`src/rtl/mac_seq_fp_if.sv`:
```
// rtl/mac_seq_fp_if.sv - job, beat stream and result signals of the dot-product engine
//
// Purpose: bundles the job request (start/len/bias/ack), the beat stream
//          (in_valid/in_ready/a/b) and the result (y/sat/done) of mac_seq_fp.
// Ports (by modport):
//   master : drives start, len, bias, in_valid, a, b; observes ack, in_ready, y, sat, done
//   slave  : the engine side, the reverse directions
interface mac_seq_fp_if #(
  parameter int WIDTH  = 8,
  parameter int N      = 2,
  parameter int OWIDTH = 16,
  parameter int LENW   = 5
);
  logic                 start;
  logic [LENW-1:0]      len;
  logic [2*WIDTH-1:0]   bias;
  logic                 ack;
  logic                 in_valid;
  logic                 in_ready;
  logic [N*WIDTH-1:0]   a;
  logic [N*WIDTH-1:0]   b;
  logic [OWIDTH-1:0]    y;
  logic                 sat;
  logic                 done;

  modport master (
    output start, len, bias, in_valid, a, b,
    input  ack, in_ready, y, sat, done
  );

  modport slave (
    input  start, len, bias, in_valid, a, b,
    output ack, in_ready, y, sat, done
  );
endinterface

```
`src/rtl/mac_seq_fp.sv`:
```
// rtl/mac_seq_fp.sv - multi-beat fixed-point dot-product engine with saturating accumulator
//
// Purpose: per job, takes len beats of N signed lane pairs, accumulates the exact
//          lane-product sums onto a bias in a saturating ACCW-bit accumulator, then
//          rounds (half up) and saturates the total to OWIDTH bits with OFR fraction bits.
// Ports:
//   clk  in  rising-edge clock
//   rst  in  synchronous active-high reset
//   bus  slave modport of mac_seq_fp_if:
//        start/len/bias in, ack out       job request, 1-cycle accept pulse
//        in_valid/a/b in, in_ready out    beat stream, lane i at [i*WIDTH +: WIDTH]
//        y/sat/done out                   result, clip flag, 1-cycle update pulse
module mac_seq_fp #(
  parameter int WIDTH  = 8,
  parameter int N      = 2,
  parameter int IFR    = 4,
  parameter int OFR    = 5,
  parameter int OWIDTH = 16,
  parameter int ACCW   = 32,
  parameter int MAXLEN = 16,
  parameter int LENW   = 5
) (
  input  logic        clk,
  input  logic        rst,
  mac_seq_fp_if.slave bus
);

  localparam int PW = 2 * WIDTH;            // one lane product
  localparam int SW = PW + $clog2(N);       // exact sum of N lane products
  localparam int S  = 2 * IFR - OFR;        // fraction bits dropped at the output

  localparam logic [1:0] ST_IDLE  = 2'd0;
  localparam logic [1:0] ST_RUN   = 2'd1;
  localparam logic [1:0] ST_DRAIN = 2'd2;
  localparam logic [1:0] ST_FIN   = 2'd3;

  localparam logic signed [ACCW-1:0] ACC_MAX = {1'b0, {(ACCW-1){1'b1}}};
  localparam logic signed [ACCW-1:0] ACC_MIN = {1'b1, {(ACCW-1){1'b0}}};
  localparam logic signed [ACCW:0]   OMAX    = {{(ACCW-OWIDTH+2){1'b0}}, {(OWIDTH-1){1'b1}}};
  localparam logic signed [ACCW:0]   OMIN    = ~OMAX;
  localparam logic signed [ACCW:0]   RND     =
    (S == 0) ? '0 : ({{ACCW{1'b0}}, 1'b1} << ((S == 0) ? 0 : S - 1));
  localparam logic [LENW-1:0]        LEN_MAX = LENW'(MAXLEN);

  logic [1:0]              state_q, state_d;
  logic [LENW-1:0]         len_q, len_d;
  logic [LENW-1:0]         cnt_q, cnt_d;
  logic signed [ACCW-1:0]  acc_q, acc_d;
  logic                    ovf_q, ovf_d;
  logic signed [SW-1:0]    stage_q, stage_d;
  logic                    stage_vld_q, stage_vld_d;
  logic                    ack_q, ack_d;
  logic                    done_q, done_d;
  logic                    sat_q, sat_d;
  logic [OWIDTH-1:0]       y_q, y_d;

  // Exact-width sum of the N lane products of the current beat.
  logic signed [PW-1:0] lane_a, lane_b, lane_p;
  logic signed [SW-1:0] lane_sum;
  always_comb begin
    lane_a   = '0;
    lane_b   = '0;
    lane_p   = '0;
    lane_sum = '0;
    for (int i = 0; i < N; i++) begin
      lane_a   = PW'($signed(bus.a[i*WIDTH +: WIDTH]));
      lane_b   = PW'($signed(bus.b[i*WIDTH +: WIDTH]));
      lane_p   = lane_a * lane_b;
      lane_sum = lane_sum + SW'(lane_p);
    end
  end

  // Saturating add of the staged beat sum; one extra bit exposes the overflow.
  logic signed [ACCW:0] acc_sum;
  logic                 acc_ovf;
  always_comb begin
    acc_sum = {acc_q[ACCW-1], acc_q} + {{(ACCW+1-SW){stage_q[SW-1]}}, stage_q};
    acc_ovf = acc_sum[ACCW] != acc_sum[ACCW-1];
  end

  // Round half up, arithmetic shift, then clamp into the output range.
  logic signed [ACCW:0] rnd_sum, rnd_res;
  logic                 clamp_hi, clamp_lo;
  always_comb begin
    rnd_sum  = {acc_q[ACCW-1], acc_q} + RND;
    rnd_res  = rnd_sum >>> S;
    clamp_hi = rnd_res > OMAX;
    clamp_lo = rnd_res < OMIN;
  end

  logic [LENW-1:0] len_in;
  logic [LENW-1:0] cnt_inc;
  always_comb begin
    len_in  = (bus.len > LEN_MAX) ? LEN_MAX : bus.len;
    cnt_inc = cnt_q + LENW'(1);
  end

  always_comb begin
    state_d     = state_q;
    len_d       = len_q;
    cnt_d       = cnt_q;
    acc_d       = acc_q;
    ovf_d       = ovf_q;
    stage_d     = stage_q;
    stage_vld_d = 1'b0;
    ack_d       = 1'b0;
    done_d      = 1'b0;
    sat_d       = sat_q;
    y_d         = y_q;

    if (stage_vld_q) begin
      if (acc_ovf) begin
        acc_d = acc_sum[ACCW] ? ACC_MIN : ACC_MAX;
        ovf_d = 1'b1;
      end else begin
        acc_d = acc_sum[ACCW-1:0];
      end
    end

    case (state_q)
      ST_IDLE: begin
        if (bus.start) begin
          len_d   = len_in;
          cnt_d   = '0;
          acc_d   = {{(ACCW-PW){bus.bias[PW-1]}}, bus.bias};
          ovf_d   = 1'b0;
          ack_d   = 1'b1;
          state_d = (len_in == '0) ? ST_DRAIN : ST_RUN;
        end
      end
      ST_RUN: begin
        if (bus.in_valid) begin
          stage_d     = lane_sum;
          stage_vld_d = 1'b1;
          cnt_d       = cnt_inc;
          if (cnt_inc == len_q) state_d = ST_DRAIN;
        end
      end
      ST_DRAIN: begin
        state_d = ST_FIN;
      end
      ST_FIN: begin
        if (clamp_hi)      y_d = OMAX[OWIDTH-1:0];
        else if (clamp_lo) y_d = OMIN[OWIDTH-1:0];
        else               y_d = rnd_res[OWIDTH-1:0];
        sat_d   = ovf_q | clamp_hi | clamp_lo;
        done_d  = 1'b1;
        state_d = ST_IDLE;
      end
      default: state_d = ST_IDLE;
    endcase
  end

  always_ff @(posedge clk) begin
    if (rst) begin
      state_q     <= ST_IDLE;
      len_q       <= '0;
      cnt_q       <= '0;
      acc_q       <= '0;
      ovf_q       <= 1'b0;
      stage_q     <= '0;
      stage_vld_q <= 1'b0;
      ack_q       <= 1'b0;
      done_q      <= 1'b0;
      sat_q       <= 1'b0;
      y_q         <= '0;
    end else begin
      state_q     <= state_d;
      len_q       <= len_d;
      cnt_q       <= cnt_d;
      acc_q       <= acc_d;
      ovf_q       <= ovf_d;
      stage_q     <= stage_d;
      stage_vld_q <= stage_vld_d;
      ack_q       <= ack_d;
      done_q      <= done_d;
      sat_q       <= sat_d;
      y_q         <= y_d;
    end
  end

  assign bus.ack      = ack_q;
  assign bus.done     = done_q;
  assign bus.sat      = sat_q;
  assign bus.y        = y_q;
  assign bus.in_ready = (state_q == ST_RUN);

endmodule

```
`src/flat_wrapper.sv`:
```
// flat-port wrapper written by rule: the top's interface ports become plain ports
module mac_seq_fp_flat 
#(
  parameter int WIDTH  = 8,
  parameter int N      = 2,
  parameter int IFR    = 4,
  parameter int OFR    = 5,
  parameter int OWIDTH = 16,
  parameter int ACCW   = 32,
  parameter int MAXLEN = 16,
  parameter int LENW   = 5
)
  (clk, rst, bus_start, bus_len, bus_bias, bus_in_valid, bus_a, bus_b, bus_ack, bus_in_ready, bus_y, bus_sat, bus_done);
  mac_seq_fp_if #(.WIDTH(WIDTH), .N(N), .OWIDTH(OWIDTH), .LENW(LENW)) bus_i ();
  input  logic clk;
  input  logic rst;
  input wire logic [$bits(bus_i.start)-1:0] bus_start;
  input wire logic [$bits(bus_i.len)-1:0] bus_len;
  input wire logic [$bits(bus_i.bias)-1:0] bus_bias;
  input wire logic [$bits(bus_i.in_valid)-1:0] bus_in_valid;
  input wire logic [$bits(bus_i.a)-1:0] bus_a;
  input wire logic [$bits(bus_i.b)-1:0] bus_b;
  output wire logic [$bits(bus_i.ack)-1:0] bus_ack;
  output wire logic [$bits(bus_i.in_ready)-1:0] bus_in_ready;
  output wire logic [$bits(bus_i.y)-1:0] bus_y;
  output wire logic [$bits(bus_i.sat)-1:0] bus_sat;
  output wire logic [$bits(bus_i.done)-1:0] bus_done;
  assign bus_i.start = bus_start;
  assign bus_i.len = bus_len;
  assign bus_i.bias = bus_bias;
  assign bus_i.in_valid = bus_in_valid;
  assign bus_i.a = bus_a;
  assign bus_i.b = bus_b;
  assign bus_ack = bus_i.ack;
  assign bus_in_ready = bus_i.in_ready;
  assign bus_y = bus_i.y;
  assign bus_sat = bus_i.sat;
  assign bus_done = bus_i.done;
  mac_seq_fp #(.WIDTH(WIDTH), .N(N), .IFR(IFR), .OFR(OFR), .OWIDTH(OWIDTH), .ACCW(ACCW), .MAXLEN(MAXLEN), .LENW(LENW)) u_core (.clk(clk), .rst(rst), .bus(bus_i));
endmodule
```
`config.mk`:
```
export PLATFORM = sky130hd
export DESIGN_NAME = mac_seq_fp_flat
export DESIGN_NICKNAME = d
export VERILOG_FILES = /design/src/rtl/mac_seq_fp_if.sv /design/src/rtl/mac_seq_fp.sv /design/src/flat_wrapper.sv
export SDC_FILE = /design/constraint.sdc
export NUM_CORES = 1
export LEC_CHECK = 0
export BUFFER_PORTS_ARGS = -buffer_cell sky130_fd_sc_hd__buf_2
export CELL_PAD_IN_SITES_DETAIL_PLACEMENT = 0
export CELL_PAD_IN_SITES_GLOBAL_PLACEMENT = 1
export CORE_UTILIZATION = 48
export DETAILED_ROUTE_END_ITERATION = 6
export PLACE_DENSITY = 0.81
export SLEW_MARGIN = 15
export SYNTH_ARGS = -nofsm -noshare
export SYNTH_HDL_FRONTEND = slang
export SYNTH_SLANG_ARGS = --single-unit
```
`constraint.sdc`:
```
create_clock -name clk -period 18.35 [get_ports clk]
set_input_delay 1.835 -clock clk [delete_from_list [all_inputs] [get_ports clk]]
set_output_delay 1.835 -clock clk [all_outputs]
set_load 0.03 [all_outputs]
```
# Word-level counts from Yosys, hierarchy flattened
# Index checks and enable logic that the tools add are counted.
dict set report word_totals {
  word_cells 64
  regBits 82
}
dict set report classes {
  n_reduce_logical 9
  bitwise 4
  multipliers 2
  eq_ne 8
  n_lt_le_gt_ge 3
  mux 23
  add_sub_neg 4
}
# operator count
set op_table {}
lappend op_table {{2-to-1 mux 32 bit} 5}
lappend op_table {{adder 32 x 17 -> 33 bit} 1}
lappend op_table {{adder 32 x 4 -> 33 bit, second input constant} 1}
lappend op_table {{multiplier 8 x 8 -> 16 bit} 2}
lappend op_table {{2-to-1 mux 16 bit} 2}
lappend op_table {{> comparator 30 x 16 -> 1 bit, second input constant} 1}
lappend op_table {{less-than comparator 30 x 16 -> 1 bit, second input constant} 1}
lappend op_table {{adder 16 x 16 -> 17 bit} 1}
lappend op_table {{2-to-1 mux 5 bit} 3}
lappend op_table {{case mux 5 bit (2 select lines)} 1}
lappend op_table {{2-to-1 mux 2 bit} 4}
lappend op_table {{case mux 2 bit (4 select lines)} 1}
lappend op_table {{2-to-1 mux 1 bit} 7}
lappend op_table {{AND reduction 3 bit} 2}
lappend op_table {{adder 5 x 1 -> 5 bit, second input constant} 1}
lappend op_table {{== test 5 bit} 1}
lappend op_table {{> comparator 5 bit, second input constant} 1}
lappend op_table {{logical NOT 5 bit} 1}
lappend op_table {{== test 2 bit, second input constant} 2}
lappend op_table {{inequality test 2 bit, second input constant} 2}
lappend op_table {{AND reduction 2 bit} 2}
lappend op_table {{OR reduction 2 bit} 2}
lappend op_table {{== test 2 x 1 -> 1 bit, second input constant} 1}
lappend op_table {{logical NOT 2 bit} 1}
lappend op_table {{5 further kinds} 7}

# Depth between registers and ports, before layout
dict set report depth {
  ltp_word 6
  depth_mapped 22
  ltp_nobuf 22
}

# Least setup slack after synthesis
# No wires, ideal clock.
dict set report synth_path {
  path_kind {in2reg}
  start {input bus_a[15]}
  end {register u_core.stage_q[15]}
  n_path_buf 0
  stages 19
  t_required_ps 18288
  arrival_time_ps 7097
  path_slack_ps 11191
  setup_ps 62
  cell_sequence {and2_1 inv_1 fa_1 fa_1 inv_1 fa_1 fa_1 fa_1 inv_1 fa_1 inv_1 ha_1 inv_1 o31ai_1 a41oi_1 a21oi_1 a31oi_1 or4_1 nand3_1}
}
dict set report synth_between {
  elab_chain_len 2
}
# item line_no
set synth_rtl {}
lappend synth_rtl {{start: declaration} flat_wrapper.sv:21} ;# input wire logic [$bits(bus_i.a)-1:0] bus_a;
lappend synth_rtl {{multiplier 8 x 8 -> 16 bit} mac_seq_fp.sv:68} ;# lane_p = lane_a * lane_b;
lappend synth_rtl {{adder 16 x 16 -> 17 bit} mac_seq_fp.sv:69} ;# lane_sum = lane_sum + SW'(lane_p);
lappend synth_rtl {{end signal: assignment} mac_seq_fp.sv:173} ;# stage_q <= stage_d;
lappend synth_rtl {{end: declaration} mac_seq_fp.sv:50} ;# logic signed [SW-1:0] stage_q, stage_d;
# No other way between the ends.
# A chain may end at the register's enable or synchronous reset.

# Worst setup path after layout
# Same ends and word-level chain as after synthesis.

==> results.txt <==
DR DRC count: 0
hold-critical path depth: 2
detailed-route wire length per cell: 15.6 µm
critical path startpoint: bus_a[15]
worst r2r path cells: 10
layout cells sized above 1: 0.0908
Switch Pwr: 1100 µW
Tcrit/Tclk final: 0.399
initial core utilization: 0.495
CP arrival: 7.61 ns
most used flip-flop cell after synthesis: dfxtp_1
root buf cell: clkbuf_16
Syn Area/Cell: 8.49 µm²
R2R setup slack: 14.20 ns
outcome: finished clean
Mapped Area: 11,300 µm²
final hold vios: 0
Antenna Cells: 0
Fillers: 2,267
Final Wtd Congestion: 0.899
post-DP HPWL: 21.6 mm
Setup TNS: 0 ns
chip height: 156 µm
Switching Share: 0.511
H-tree depth: 3
crit path max fanout: 8
cts repair resizes: 0
asr flop ratio synth: 0
total CTS buffers: 9
DR vias/cell: 5.40
hold_sp: u_core.stage_q[5]
Slew Limit Fails: 0
DRT antenna net count: 0
achievable frequency: 0.137 GHz
RR Endpoint: u_core.acc_q[12]
Leak Pwr: 0.00567 µW
worst r2r src: u_core.stage_q[16]
Die X-Extent: 156 µm
final clock skew: 0.0103 ns
sequential share of power: 0.122
Area Overhead vs Synth: 7.94%
Worst Hold End: u_core.stage_q[5]
Final Non-Filler Cells: 1,700
routed vias: 9,182
worst slew pin tran: 0.921 ns
GR Util met1: 0.340
clk_lat worst skew: 0.35 ns
gr usage total: 0.241
clk slew on worst S/H paths: 0.07 ns
Setup-failing EPs final: 0
clock buffer depth: 2
Tmin final: 7.32 ns
Syn. warnings: 0
Crit. End Element: register
relative slew slack: 0.385
Post-synth EDFFs: 0
TritonCTS clock tree: done
most frequent cells in the layout: inv_1 (192), fa_1 (144), nand2_1 (138)
VDD IR max: 0.218 mV
most common cell after layout, fill and taps aside: inv_1
global-route wire length before repair: 46.5 mm
worst hold slack: 0.466 ns
Seq cells post-synth: 82
post-CTS setup buffers: 0
nets@finish: 1,674
Initial DRC Count: 470
Tightest Hold Check Type: reg2reg
met2 Use GR: 0.398
pwr dens: 176 nW/µm²
area of the core: 22,800 µm²
Sink Count: 82
part of the power in combinational logic: 0.793
IO buf count: 76
vias in the first global route: 9,375
clock power share: 0.084
cts hold-fix bufs: 0
syn nets: 1,625
Seq/Total Area, Yosys: 0.145
Max-Cap Viols: 0
CP required: 18.64 ns
drt first pass iters: 6
die area: 24,200 µm²
boundary pin count: 77
row cnt: 55
M3 GR Usage: 0.0308
initial antenna violation count: 0
Core Util, Final: 0.535
pin count of the biggest net entering global routing: 65
Post-Syn Instances: 1,333
RSZ-0062 raised after global routing: false
GRT overflow: 0
Top Usage Layer GRT: met2
placed cells: 1,684
Unique masters post-synth: 80
Crit Path Category: in2reg
final wirelength: 26.6 mm
internal power: 1050 µW
CP startpoint kind: primary input
## worst max path at each step
stage	slack (ns)	to	depth (start not counted)
finish	11.03	u_core.stage_q[15]	20
global route	10.53	u_core.stage_q[15]	20
floorplan	11.19	u_core.stage_q[15]	19
global placement	10.67	u_core.stage_q[15]	20
detailed placement	10.64	u_core.stage_q[15]	20
CTS	10.99	u_core.stage_q[15]	20
## routing by layer
layer,vias to the layer above,routed length [µm]
met5,-,0
met4,0,304
met3,29,1080
met2,177,12300
met1,4429,12800
li1,4547,-
## cell usage after synthesis, types with 11 or more instances
master,count,area [µm²]
nor3_1,13,65.1
nand2b_1,14,87.6
xor2_1,21,184
ha_1,91,1140
nand3_1,32,160
nand4_1,11,68.8
dfxtp_1,82,1640
a21oi_1,79,395
a21o_1,22,165
nand2_1,138,518
xnor2_1,49,429
inv_1,192,721
o21ai_0,31,155
a211oi_1,24,180
clkbuf_1,30,113
and2_1,81,507
nor2_1,83,312
nor2b_1,15,93.8
fa_1,144,2880
a31oi_1,19,119
## cell type report
| cell class | instances | area (µm²) | area share |
|---|---|---|---|
| Timing Repair Buffer | 81 | 418 | 0.0342 |
| Multi-Input combinational cell | 1015 | 8740 | 0.716 |
| Clock inverter | 7 | 72.6 | 0.00594 |
| Inverter | 193 | 724 | 0.0593 |
| Tap cell | 313 | 392 | 0.0321 |
| Clock buffer | 9 | 225 | 0.0184 |
| Sequential cell | 82 | 1640 | 0.134 |
## state kept, by name, indices dropped and copies added (netlist names)
register            cells
u_core.ovf_q            1
u_core.bus.y           16
u_core.bus.done         1
u_core.stage_q         17
u_core.cnt_q            5
u_core.state_q          2
u_core.acc_q           32
u_core.bus.sat          1
u_core.stage_vld_q      1
u_core.bus.ack          1
u_core.len_q            5
## cell families after synthesis
logic type,share of synthesized area
adders and majority gates,0.355
DFF,0.145
muxes,0.00188
xor gates and xnor gates,0.0542
buffers and inverters,0.0825
and+or+nand+nor,0.200
AOI/OAI and AO/OA,0.161
## per-stage QoR
step	total power, µW	setup WS [ns]	area [µm²]
after floorplan	1650	11.19	11300
after global placement	1970	10.67	11900
after detailed placement	1990	10.64	11900
after CTS	2180	10.99	12200
after global routing	2480	10.53	12200
final	2160	11.03	12200
## power by group through the flow
stage / registers (µW) / logic (µW) / clock network (µW)
floorplan: 259 / 1390 / 0
global placement: 267 / 1710 / 0
detailed placement: 268 / 1720 / 0
CTS: 264 / 1730 / 186
global route: 269 / 2010 / 194
finish: 263 / 1710 / 182
## critical path: stages
cell     delay (ns)
buf_2          0.15
and2_1         0.49
inv_1          0.13
fa_1           0.52
fa_1           0.51
inv_1          0.05
fa_1           0.47
fa_1           0.52
fa_1           0.54
inv_1          0.05
fa_1           0.52
inv_1          0.04
ha_1           0.33
inv_1          0.07
o31ai_1        0.32
a41oi_1        0.20
a21oi_1        0.24
a31oi_1        0.13
or4_1          0.41
nand3_1        0.07
No activity file was read; power rests on OpenSTA's default activity.
